$ cat config.mk
export PLATFORM = sky130hd
export DESIGN_NAME = inst_fetch
export DESIGN_NICKNAME = d
export VERILOG_FILES = /design/src/rtl/inst_fetch.sv
export SDC_FILE = /design/constraint.sdc
export NUM_CORES = 1
export LEC_CHECK = 0
export ABC_AREA = 1
export CAP_MARGIN = 20
export CORE_ASPECT_RATIO = 0.6
export CORE_UTILIZATION = 30
export DETAILED_ROUTE_END_ITERATION = 8
export PLACE_DENSITY = 0.54
export REMOVE_ABC_BUFFERS = 1
export SETUP_SLACK_MARGIN = 0.3
export SKIP_LAST_GASP = 1
export SYNTH_ARGS = -nofsm -noshare
export SYNTH_HDL_FRONTEND = slang
export SYNTH_SLANG_ARGS = --single-unit
$ cat constraint.sdc
create_clock -name iCLK -period 3 [get_ports iCLK]
set_clock_uncertainty 0.1 [all_clocks]
set_input_delay 0.3 -clock iCLK [delete_from_list [all_inputs] [get_ports iCLK]]
set_output_delay 0.3 -clock iCLK [all_outputs]
set_load 0.01 [all_outputs]
$ cat src/rtl/inst_fetch.sv
// Instruction fetch responder: owns the program counter, reads instruction memory
// on request from control, and applies branch/jump redirection on execute.
module inst_fetch #(
  parameter int ADDR_W = 12,
  parameter logic [ADDR_W-1:0] RESET_PC = '0
) (
  input  logic              iCLK,
  input  logic              iRSTn,
  input  logic              iFETCH,
  input  logic              iEXEC,
  input  logic              iIS_TAKEN,
  input  logic              iIS_JUMP,
  input  logic              iIS_ABS,
  input  logic [ADDR_W-1:0] iIMM,
  input  logic [ADDR_W-1:0] iRS2_VAL,
  input  logic              iHALT,
  output logic [11:0]       oINST,
  output logic              oINST_VALID,
  output logic [ADDR_W-1:0] oINST_PC,
  output logic [ADDR_W-1:0] oLINK,
  output logic [ADDR_W-1:0] oPC,
  output logic              oMEM_RD,
  output logic [ADDR_W-1:0] oMEM_ADDR,
  input  logic [11:0]       iMEM_DATA,
  input  logic              iMEM_READY,
  output logic              oBUSY
);

  typedef enum logic [1:0] {IDLE, REQ, HOLD} state_t;

  state_t state;
  logic   pending;

  // Redirect priority: register jump (absolute, then relative), then taken branch.
  // Without a redirect the PC already points at the sequential successor.
  function automatic logic [ADDR_W-1:0] redirectPc(
    input logic              isJump,
    input logic              isAbs,
    input logic              isTaken,
    input logic [ADDR_W-1:0] instPc,
    input logic [ADDR_W-1:0] imm,
    input logic [ADDR_W-1:0] rs2Val,
    input logic [ADDR_W-1:0] curPc
  );
    logic [ADDR_W-1:0] nextPc;
    nextPc = curPc;
    if (isJump && isAbs)
      nextPc = rs2Val;
    else if (isJump)
      nextPc = instPc + rs2Val;
    else if (isTaken)
      nextPc = instPc + imm;
    return nextPc;
  endfunction

  always_ff @(posedge iCLK) begin
    if (!iRSTn) begin
      state       <= IDLE;
      pending     <= 1'b0;
      oPC         <= RESET_PC;
      oINST       <= '0;
      oINST_VALID <= 1'b0;
      oINST_PC    <= '0;
      oLINK       <= ADDR_W'(1);
      oMEM_RD     <= 1'b0;
      oMEM_ADDR   <= '0;
    end else begin
      case (state)
        IDLE: begin
          if ((iFETCH || pending) && !iHALT) begin
            oMEM_ADDR <= oPC;
            oMEM_RD   <= 1'b1;
            pending   <= 1'b0;
            state     <= REQ;
          end else if (iFETCH) begin
            // A fetch arriving while halted waits for the halt to lift.
            pending <= 1'b1;
          end
        end
        REQ: begin
          if (iMEM_READY) begin
            oINST       <= iMEM_DATA;
            oINST_PC    <= oMEM_ADDR;
            oLINK       <= oMEM_ADDR + ADDR_W'(1);
            oPC         <= oMEM_ADDR + ADDR_W'(1);
            oINST_VALID <= 1'b1;
            oMEM_RD     <= 1'b0;
            state       <= HOLD;
          end
        end
        HOLD: begin
          if (iFETCH)
            pending <= 1'b1;
          if (iEXEC) begin
            oPC         <= redirectPc(iIS_JUMP, iIS_ABS, iIS_TAKEN, oINST_PC,
                                      iIMM, iRS2_VAL, oPC);
            oINST_VALID <= 1'b0;
            oINST       <= '0;
            state       <= IDLE;
          end
        end
        default: state <= IDLE;
      endcase
    end
  end

  assign oBUSY = (state != IDLE);

endmodule

==> metrics.md, run 1 <==
| Metric | Value |
|---|---|
| Result of the run | `finished, final reports clean` |
| Cell types occupying the most area after synthesis | `dfxtp_1 (37%), nand2_1 (13%), a21oi_1 (8.3%), o21ai_0 (7.1%), inv_1 (5.6%)` |
| Quantity of I/O buffers inserted on ports | `107` |
| Die Width | `141.8 um` |
| Number of iterations in the first detailed-routing pass | `5` |
| Number of violations of the max-capacitance limit | `0` |
| Buffers from clock root to sink, at most | `2` |
| Initial standard-cell utilization of the core | `30.91%` |
| Antenna Cells | `0` |
| Classification of the worst setup path | `input pin to register` |
| Overall via count from detail_route | `3657` |
| Warnings, synthesis | `0` |
| Clock edge transition at the registers on the reported setup and hold paths | `60 ps` |
| DRC violations left | `0` |
| Final weighted congestion in routability-driven placement | `0.8910` |
| Post-CTS resize count | `0` |
| Layout cell share with drive strength beyond 1 | `7.235%` |
| Minimum hold slack | `355.4 ps` |
| Tcrit/Tclk final | `76.01%` |
| Post-synthesis sequential area ratio | `37.01%` |
| WP data arrival | `2440 ps` |
| Largest fanout of any net on the critical path | `3` |
| Post-synth top area share | `37.01%` |
| Total global routing track utilization | `19.06%` |
| Relative slew margins | `54.19%` |
| Skew-Pair Late Insertion Delay | `330 ps` |
| Pins over their slew limit | `0` |
| Overflow after GRT | `0` |
| Final Hold Vio Count | `0` |
| Iteration-0 DRC count of the detailed router | `238` |
| Height of the die | `85.86 um` |
| Num ports | `108` |
| H-tree level count | `3` |
| Syn Area/Cell | `6.880 um^2` |
| Final net count | `678` |
| # setup viols final | `0` |
| Highest Clock Rate | `438.5 MHz` |
| Crit. End Element | `register` |
| CTS tree | `built` |
| Number of clock buffers inserted by TritonCTS | `9` |
| Cell area after synthesis | `3516 um^2` |
| Growth of design area from synthesis to finish | `43.20%` |
| Power consumption | `0.003939 W` |
| Synthesized instance count | `511` |
| Final min period | `2280 ps` |
| Most common cell in the netlist | `nand2_1` |
| Worst hold path type | `register to register` |
| Post-detailed-placement half-perimeter wirelength | `8694 um` |
| Post-detailed-route wirelength per cell | `14.39 um` |
| Most common library cells after synthesis | `nand2_1 (120), dfxtp_1 (65), a21oi_1 (58), inv_1 (52), o21ai_0 (50)` |
| Via density per instance | `4.676` |
| Largest area contributor in the synthesized netlist | `dfxtp_1` |
| Number of unique standard cell types used by synthesis | `37` |
| Lkg Pwr | `2.175 nW` |
| Via count of the first global-routing pass | `3467` |
| Post-route ant nets | `0` |
| Largest net degree at the start of global routing | `39` |
| Core box area | `11370 um^2` |
| # clock sinks | `65` |
| Async set-reset flop share out of synthesis | `0%` |
| Flop and latch count out of synthesis | `65` |
| Most used DFF post-synth | `dfxtp_1` |
| Global-route wire length before repair | `17810 um` |
| Number of buffers inserted to repair setup after CTS | `0` |
| CTS Root Buffer Type | `clkbuf_16` |
| Total die area | `12170 um^2` |
| # rows | `30` |
| Critical Path RT | `3160 ps` |
| EDFF count, synth | `0` |
| CTS hold repair buffers | `0` |
| Total negative setup slack | `0 ps` |
| Unrepaired setup endpoints after global routing | `false` |
| Slew at the pin closest to its max-slew limit | `686.4 ps` |
| Total power divided by cell area | `782.4 nW/um^2` |
| Final Routed Wirelength | `11250 um` |
| Sort of element at the start of the critical path | `input pin` |
| Largest vdd supply drop | `325.1 uV` |
| Initial antenna violation count | `0` |
[placed cells by master (no fill, tap or decap), types with 2 or more instances in the layout]
master / n
clkdlybuf4s50_1: 106
a31oi_1: 4
ha_1: 15
nand3_1: 21
dfxtp_1: 65
xor2_1: 11
inv_4: 2
o21ai_2: 2
nand3_2: 5
nand2_1: 120
clkbuf_1: 2
nor2_1: 43
nor3_1: 3
inv_2: 6
nand4_1: 3
inv_1: 52
clkbuf_16: 9
clkinv_2: 3
o21ai_0: 50
o211ai_1: 6
a21oi_1: 58
clkbuf_8: 2
nor3_2: 2
buf_4: 8
o21ai_1: 9
[area by class of cell]
cell class / count / area [um^2]
Fill cell: 1195 / 6339
Clock buffer: 13 / 260.3
Multi-Input combinational cell: 365 / 1891
Sequential cell: 65 / 1301
Inverter: 61 / 234.0
Tap cell: 160 / 200.2
Timing Repair Buffer: 115 / 1134
Clock inverter: 3 / 15.01
[power breakdown]
group	internal (W)	total, W	switching (W)
logic	0.000748	0.00168	0.000936
registers	0.00109	0.00129	0.000202
clock network	0.000600	0.000962	0.000363
[sequential cells by signal (all words and copies together), names as in the netlist]
name         cells
oPC             12
state            2
oLINK           12
oINST_VALID      1
oMEM_ADDR       12
oINST           12
oMEM_RD          1
pending          1
oINST_PC        12
[layer usage]
metal	part of all wire, %	track usage (%)	up-vias	routed length, um
li1	-	-	1886	-
met1	53	28.03	1642	6018
met2	39	27.41	116	4432
met3	6.1	4.746	13	683
met4	1.1	4.888	0	120
met5	0	0	-	0
[through the flow]
step	setup slack, ps	util (%)	area (um^2)	instances
2_1_floorplan	955.5	-	3423	491
3_3_place_gp	153.9	41.80	4755	766
3_5_place_dp	32.88	41.80	4755	766
4_1_cts	373.5	44.22	5030	782
5_1_grt	555.7	44.27	5035	782
6_report	719.6	44.27	5035	782
[worst max-delay path: stages]
cell and delay (ps):
clkdlybuf4s50_1 480, nand2_1 60, nand2_1 80, ha_1 180, inv_1 60, fa_1 420
o21ai_2 240, nand2_1 100, nand2_1 100, nand2_1 80, nand2_1 60, nand2_1 50
nand3_1 60, nand2_1 50, a21oi_1 120
[logic make-up (layout without fill, tap and decap cells)]
group,count (synthesis),count (layout),share of synthesized area (%)
xor gates and xnor gates,12,12,2.989
adders and majority gates,16,16,5.907
AOI/OAI and AO/OA,134,134,20.21
and+or+nand+nor,203,203,24.66
buffers and inverters,81,192,9.217
DFF,65,65,37.01
[worst paths after layout]
path | from | endpoint | slack (ps) | depth (start not counted)
worst max-delay path | iRS2_VAL[0] | oPC[10] | 720 | 15
worst min-delay path | oLINK[0] | oLINK[0] | 360 | 2
worst max register to register | oINST_PC[0] | oPC[10] | 910 | 12
worst min register to register | oLINK[0] | oLINK[0] | 360 | 2
Power figures use the tool's default switching activity.
==> run 2, diff against run 1 <==
==> constraint.sdc (replaced) <==
create_clock -name iCLK -period 2.31 [get_ports iCLK]
set_clock_uncertainty 0.1 [all_clocks]
set_input_delay 0.231 -clock iCLK [delete_from_list [all_inputs] [get_ports iCLK]]
set_output_delay 0.231 -clock iCLK [all_outputs]
set_load 0.01 [all_outputs]
==> run 2 against run 1 <==
Sequential power up 31%. Register-to-register slack worse by 520 ps. Critical endpoint is now oPC[8]. Hold slack worse by 130 ps. Cell area is 7.5% higher. Critical path type is now register to register. Non-clock buffer count is 30 higher. Via count increased by 4.9%. Flip-flop and latch count did not move. Setup slack worse by 330 ps. Count of clock-buffer cells in the layout up 1. Global-route usage down 0.096 points.
==> metrics.md, run 2 (synthesis gave the netlist of run 1 again) <==
| Metric | Value |
|---|---|
| Layout cell share with drive strength beyond 1 | `15.31% (was 7.235%)` |
| Critical Path RT | `2420 ps (was 3160 ps)` |
| Via density per instance | `4.721 (was 4.676)` |
| Pre-CTS setup slack | `-335.4 ps (was 32.88 ps)` |
| Final weighted congestion in routability-driven placement | `0.8713 (was 0.8910)` |
| Most common library cell in the layout ignoring fill and taps | `nand2_1 (unchanged)` |
| Placed standard-cell area | `4947 um^2 (was 4755 um^2)` |
| Post-route ant nets | `0 (unchanged)` |
| # clock sinks | `65 (unchanged)` |
| Sort of element at the start of the critical path | `register (was input pin)` |
| Relative slew margins | `63.26% (was 54.19%)` |
| Skew-Pair Late Insertion Delay | `320 ps (was 330 ps)` |
| Result of the run | `finished, final reports clean (unchanged)` |
| Die Width | `141.8 um (unchanged)` |
| Largest fanout of any net on the critical path | `5 (was 3)` |
| Register share of total power | `30.6% (was 32.8%)` |
| CTS hold repair buffers | `0 (unchanged)` |
| Crit. End Element | `register (unchanged)` |
| Pins over their slew limit | `0 (unchanged)` |
| Area of the multi-input gates | `1988 um^2 (was 1891 um^2)` |
| Height of the die | `85.86 um (unchanged)` |
| Least setup slack across all paths after layout | `389.0 ps (was 719.6 ps)` |
| Total global routing track utilization | `18.96% (was 19.06%)` |
| Internal power | `0.003483 W (was 0.002438 W)` |
| Sequential Area | `1304 um^2 (was 1301 um^2)` |
| Initial standard-cell utilization of the core | `30.91% (unchanged)` |
| Unrepaired setup endpoints after global routing | `true (was false)` |
| Quantity of I/O buffers inserted on ports | `107 (unchanged)` |
| Worst reg-to-reg setup slack | `390 ps (was 910 ps)` |
| Lkg Pwr | `2.365 nW (was 2.175 nW)` |
| Total power divided by cell area | `1019 nW/um^2 (was 782.4 nW/um^2)` |
| Classification of the worst setup path | `register to register (was input pin to register)` |
| Clock network fraction of total power | `25.3% (was 24.4%)` |
| Growth of design area from synthesis to finish | `53.88% (was 43.20%)` |
| Slew at the pin closest to its max-slew limit | `551.0 ps (was 686.4 ps)` |
| Num ports | `108 (unchanged)` |
| Post-detailed-route wirelength per cell | `14.34 um (was 14.39 um)` |
| Highest Clock Rate | `520.6 MHz` |
| Final Hold Vio Count | `0 (unchanged)` |
| Clock edge transition at the registers on the reported setup and hold paths | `50 ps (was 60 ps)` |
| Final min period | `1921 ps` |
| DRC violations left | `0 (unchanged)` |
| Switching component of the power | `0.002033 W (was 0.001501 W)` |
| Via count of the first global-routing pass | `3390 (was 3467)` |
| Global-route wire length before repair | `17660 um (was 17810 um)` |
| Antenna Cells | `0 (unchanged)` |
| Largest vdd supply drop | `470.0 uV (was 325.1 uV)` |
| Final net count | `709 (was 678)` |
| Initial antenna violation count | `0 (unchanged)` |
| WP data arrival | `2030 ps (was 2440 ps)` |
| H-tree level count | `3 (unchanged)` |
| Post-detailed-placement half-perimeter wirelength | `8934 um (was 8694 um)` |
| Total die area | `12170 um^2 (unchanged)` |
| # rows | `30 (unchanged)` |
| Worst hold path type | `input pin to register (was register to register)` |
| Number of clock buffers inserted by TritonCTS | `9 (unchanged)` |
| Highest-count cells in the layout ignoring fill and taps | `nand2_1 (114), clkdlybuf4s50_1 (102), dfxtp_1 (63) (was nand2_1 (120), clkdlybuf4s50_1 (106), dfxtp_1 (65))` |
| Overall via count from detail_route | `3838 (was 3657)` |
| Post-route cell area | `5410 um^2 (was 5035 um^2)` |
| Fraction of power consumed by combinational cells | `44.1% (was 42.8%)` |
| Number of iterations in the first detailed-routing pass | `5 (unchanged)` |
| Tcrit/Tclk final | `83.16%` |
| Final Routed Wirelength | `11660 um (was 11250 um)` |
| Number of violations of the max-capacitance limit | `0 (unchanged)` |
| Overflow after GRT | `0 (unchanged)` |
| CTS tree | `built (unchanged)` |
| Buffers from clock root to sink, at most | `2 (unchanged)` |
| Core box area | `11370 um^2 (unchanged)` |
| Number of filler cells placed in the layout | `1137 (was 1195)` |
| Switching fraction of total power | `36.85% (was 38.10%)` |
| Iteration-0 DRC count of the detailed router | `249 (was 238)` |
| CTS Root Buffer Type | `clkbuf_16 (unchanged)` |
| # setup viols final | `0 (unchanged)` |
| Largest net degree at the start of global routing | `39 (unchanged)` |
## run 2: per-stage QoR
step                power, W  TNS [ps]  instances  hold slack [ps]  utilization (%)
floorplan           0.002808         0        491            266.7                -
CTS                 0.005465         0        808            355.2            46.72
finish              0.005515         0        813            222.5            47.57
global route        0.005893         0        813            240.6            47.57
global placement    0.003995     -2004        790            348.3            43.50
detailed placement  0.004018     -2534        790            346.7            43.50
## run 2: worst paths after layout
| check | to | cells after the start | startpoint |
|---|---|---|---|
| max reg2reg | oPC[8] | 11 | oMEM_ADDR[1] |
| max | oPC[8] | 11 | oMEM_ADDR[1] |
| min reg2reg | oINST[11] | 2 | oINST[11] |
| min | oPC[1] | 3 | iRS2_VAL[1] |
## run 2: power groups by stage
| stage | combinational, W | sequential [W] | clock (W) |
|---|---|---|---|
| floorplan | 0.00106 | 0.00175 | 0 |
| global placement | 0.00230 | 0.00170 | 0 |
| detailed placement | 0.00232 | 0.00170 | 0 |
| CTS | 0.00236 | 0.00168 | 0.00142 |
| global route | 0.00270 | 0.00173 | 0.00147 |
| finish | 0.00243 | 0.00169 | 0.00140 |
## run 2: layout make-up
type	count	share of cell area (%)
Sequential cell	65	24.10
Clock buffer	14	5.065
Timing Repair inverter	1	0.1388
Tap cell	160	3.700
Timing Repair Buffer	145	25.25
Multi-Input combinational cell	365	36.75
Clock inverter	2	0.6475
Inverter	61	4.348
## run 2: critical path, cell delays in order, from the launching register on
cell     delay [ps]
dfxtp_1         450
ha_1            250
nand2_2          80
nor3_2          280
and2_4          220
nand2_1          50
nand2_1         100
nand3_2          70
nand2_1          70
inv_1            40
nand2_1          60
a21oi_2          50
## run 2: layer usage
metal	wire, um	vias up	GRT usage (%)
li1	-	1948	-
met1	6165	1751	28.86
met2	4612	131	26.38
met3	812	8	4.523
met4	70	0	4.301
met5	0	-	0
## run 2: timing repair
action,in CTS,in global routing
resized for setup,17,24
setup buffers,2,4
pin swaps,8,10
endpoints found under the setup margin,10,29
gates cloned,0,1
==> run 3, diff against run 2 <==
--- a/config.mk
+++ b/config.mk
@@ -10,7 +10,7 @@
 export CORE_ASPECT_RATIO = 0.6
 export CORE_UTILIZATION = 30
 export DETAILED_ROUTE_END_ITERATION = 8
-export PLACE_DENSITY = 0.54
+export PLACE_DENSITY = 0.56
 export REMOVE_ABC_BUFFERS = 1
 export SETUP_SLACK_MARGIN = 0.3
 export SKIP_LAST_GASP = 1
==> constraint.sdc (replaced) <==
create_clock -name iCLK -period 1.6 [get_ports iCLK]
set_clock_uncertainty 0.1 [all_clocks]
set_input_delay 0.16 -clock iCLK [delete_from_list [all_inputs] [get_ports iCLK]]
set_output_delay 0.16 -clock iCLK [all_outputs]
set_load 0.01 [all_outputs]
==> run 3 against run 2 <==
The flow now finishes with violations (setup timing). Routed wire length increased by 24%. Flip-flop and latch count unchanged. Core utilization rose by 14 points. Critical path type unchanged.
==> metrics.md, run 3 (synthesis gave the netlist of run 1 again) <==
| Metric | Value |
|---|---|
| Iteration-0 DRC count of the detailed router | `268 (was 249)` |
| Largest delay contributor family on the critical path | `adder cells (was simple AND/OR/NAND/NOR gates)` |
| Clock edge transition at the registers on the reported setup and hold paths | `50 ps (about the same)` |
| Result of the run | `complete, but fails checks (was finished, final reports clean)` |
| Highest Clock Rate | `523.1 MHz (was 520.6 MHz)` |
| Final Routed Wirelength | `14480 um (was 11660 um)` |
| Worst reg-to-reg setup slack | `-310 ps (was 390 ps)` |
| Quantity of I/O buffers inserted on ports | `107 (unchanged)` |
| Violations in the final reports | `setup timing` |
| Growth of design area from synthesis to finish | `98.79% (was 53.88%)` |
| Post-detailed-route wirelength per cell | `16.42 um (was 14.34 um)` |
| DRC violations left | `0 (unchanged)` |
| Overall via count from detail_route | `4344 (was 3838)` |
| CTS tree | `built (unchanged)` |
| Ordered cell list for the critical path | `ha_4 -> inv_2 -> fa_2 -> o21ai_4 -> buf_6 -> xnor2_2 -> nand2_1 -> o211ai_1 -> a31oi_1 (was ha_1 -> nand2_2 -> nor3_2 -> and2_4 -> nand2_1 -> nand2_1 -> nand3_2 -> nand2_1 -> inv_1 -> nand2_1 -> a21oi_2)` |
| Highest-delay cell along the critical path | `dfxtp_4 (was dfxtp_1)` |
| Critical Path RT | `1710 ps (was 2420 ps)` |
| # rows | `30 (unchanged)` |
| Final min period | `1912 ps (was 1921 ps)` |
| Highest-count cells in the layout ignoring fill and taps | `nand2_1 (82), buf_4 (67), inv_1 (42) (was nand2_1 (114), clkdlybuf4s50_1 (102), dfxtp_1 (63))` |
| Pins over their slew limit | `0 (unchanged)` |
| Classification of the worst setup path | `register to register (unchanged)` |
| Initial standard-cell utilization of the core | `30.91% (unchanged)` |
| Post-detailed-placement half-perimeter wirelength | `9384 um (was 8934 um)` |
| Pre-CTS setup slack | `-945.4 ps (was -335.4 ps)` |
| # clock sinks | `65 (unchanged)` |
| Number of buffer and inverter instances along the worst setup path | `2 (was 1)` |
| Post-route ant nets | `0 (unchanged)` |
| Overflow after GRT | `0 (unchanged)` |
| Via density per instance | `4.925 (was 4.721)` |
| Height of the die | `85.86 um (unchanged)` |
| Minimum hold slack | `114.7 ps (was 222.5 ps)` |
| Slew at the pin closest to its max-slew limit | `328.0 ps (was 551.0 ps)` |
| Via count of the first global-routing pass | `4141 (was 3390)` |
| Number of violations of the max-capacitance limit | `0 (unchanged)` |
| Largest net degree at the start of global routing | `26 (was 39)` |
| Most common library cell in the layout ignoring fill and taps | `nand2_1 (unchanged)` |
| Worst hold path type | `input pin to register (unchanged)` |
| CTS Root Buffer Type | `clkbuf_16 (unchanged)` |
| Num ports | `108 (unchanged)` |
| Relative slew margins | `78.06% (was 63.26%)` |
| Unrepaired setup endpoints after global routing | `true (unchanged)` |
| Number of gates on the worst path with buffers counted | `9 (was 11)` |
| Total global routing track utilization | `23.08% (was 18.96%)` |
| Crit. End Element | `register (unchanged)` |
| Number of clock buffers inserted by TritonCTS | `9 (unchanged)` |
| Layout cell share with drive strength beyond 1 | `45.57% (was 15.31%)` |
| Tcrit/Tclk final | `119.5% (was 83.16%)` |
| CTS hold repair buffers | `0 (unchanged)` |
| Largest fanout of any net on the critical path | `3 (was 5)` |
| Die Width | `141.8 um (unchanged)` |
| H-tree level count | `3 (unchanged)` |
| WHS Path Cells | `3 (unchanged)` |
| Maximum cell stage delay along the critical path | `360 ps (was 450 ps)` |
| Final Hold Vio Count | `0 (unchanged)` |
| Buffers from clock root to sink, at most | `2 (unchanged)` |
| Core box area | `11370 um^2 (unchanged)` |
| WP data arrival | `2020 ps (was 2030 ps)` |
| Least setup slack across all paths after layout | `-311.7 ps (was 389.0 ps)` |
| Total power divided by cell area | `1458 nW/um^2 (was 1019 nW/um^2)` |
| Number of iterations in the first detailed-routing pass | `5 (unchanged)` |
| Length in cells of the worst reg-to-reg path | `9 (was 11)` |
| Skew-Pair Late Insertion Delay | `340 ps (was 320 ps)` |
| Final weighted congestion in routability-driven placement | `0.8744 (was 0.8713)` |
| # setup viols final | `11 (was 0)` |
| Power consumption | `0.01019 W (was 0.005515 W)` |
| Initial antenna violation count | `0 (unchanged)` |
| Lkg Pwr | `3.340 nW (was 2.365 nW)` |
| Final net count | `779 (was 709)` |
| Total die area | `12170 um^2 (unchanged)` |
| Number of filler cells placed in the layout | `958 (was 1137)` |
| Sort of element at the start of the critical path | `register (unchanged)` |
| Largest vdd supply drop | `693.8 uV (was 470.0 uV)` |
| Global-route wire length before repair | `21380 um (was 17660 um)` |
| Antenna Cells | `0 (unchanged)` |
## run 3: per-layer routing
layer  share of wire [%]  up-vias  wire (um)  GRT usage, %
met2                  46      150       6599         35.11
met3                 6.5       18        947         5.360
met4                0.95        0        137         5.767
met5                   0        -          0             0
met1                  47     2081       6795         32.75
li1                    -     2095          -             -
## run 3: stage by stage
stage / instance area (um^2) / cells / setup TNS, ps / utilization, %
floorplan: 3423 / 491 / -3931 / -
global placement: 5308 / 828 / -8982 / 46.67
detailed placement: 5308 / 828 / -9539 / 46.67
CTS: 6330 / 869 / -2148 / 55.65
global route: 6989 / 882 / -2758 / 61.45
finish: 6989 / 882 / -1528 / 61.45
## run 3: worst reg2reg max path, cell delays in order, from the launching register on
cell and delay (ps):
dfxtp_4 360, ha_4 130, inv_2 30, fa_2 360, o21ai_4 230, buf_6 130
xnor2_2 100, nand2_1 90, o211ai_1 120, a31oi_1 120
## run 3: repair_timing
action | CTS | global route
setup endpoints to repair | 128 | 93
gates cloned | 7 | 1
resized for setup | 247 | 191
pin swaps | 29 | 71
buffers inserted | 19 | 12
## run 3: final timing paths
kind,from,end
setup / recovery,oINST_PC[0],oPC[4]
hold / removal,iRS2_VAL[1],oPC[1]
setup reg to reg,oINST_PC[0],oPC[4]
hold reg to reg,oLINK[0],oLINK[0]
## run 3: cell type report
type / count / area (um^2) / share of cell area (%)
clock buffers: 12 / 256.5 / 3.670
clock inverters: 3 / 40.04 / 0.5729
inverters: 61 / 256.5 / 3.670
multi-input cells: 365 / 2714 / 38.83
flip-flops and latches: 65 / 1348 / 19.28
well taps: 160 / 200.2 / 2.864
repair buffers: 214 / 2153 / 30.81
repair inverters: 2 / 21.27 / 0.3043
## run 3: power breakdown
| group | switching [W] | leakage [nW] | internal [W] | total [W] |
|---|---|---|---|---|
| clock | 0.000705 | 0.148 | 0.00128 | 0.00198 |
| sequential | 0.000467 | 0.544 | 0.00209 | 0.00256 |
| combinational | 0.00285 | 2.65 | 0.00280 | 0.00565 |
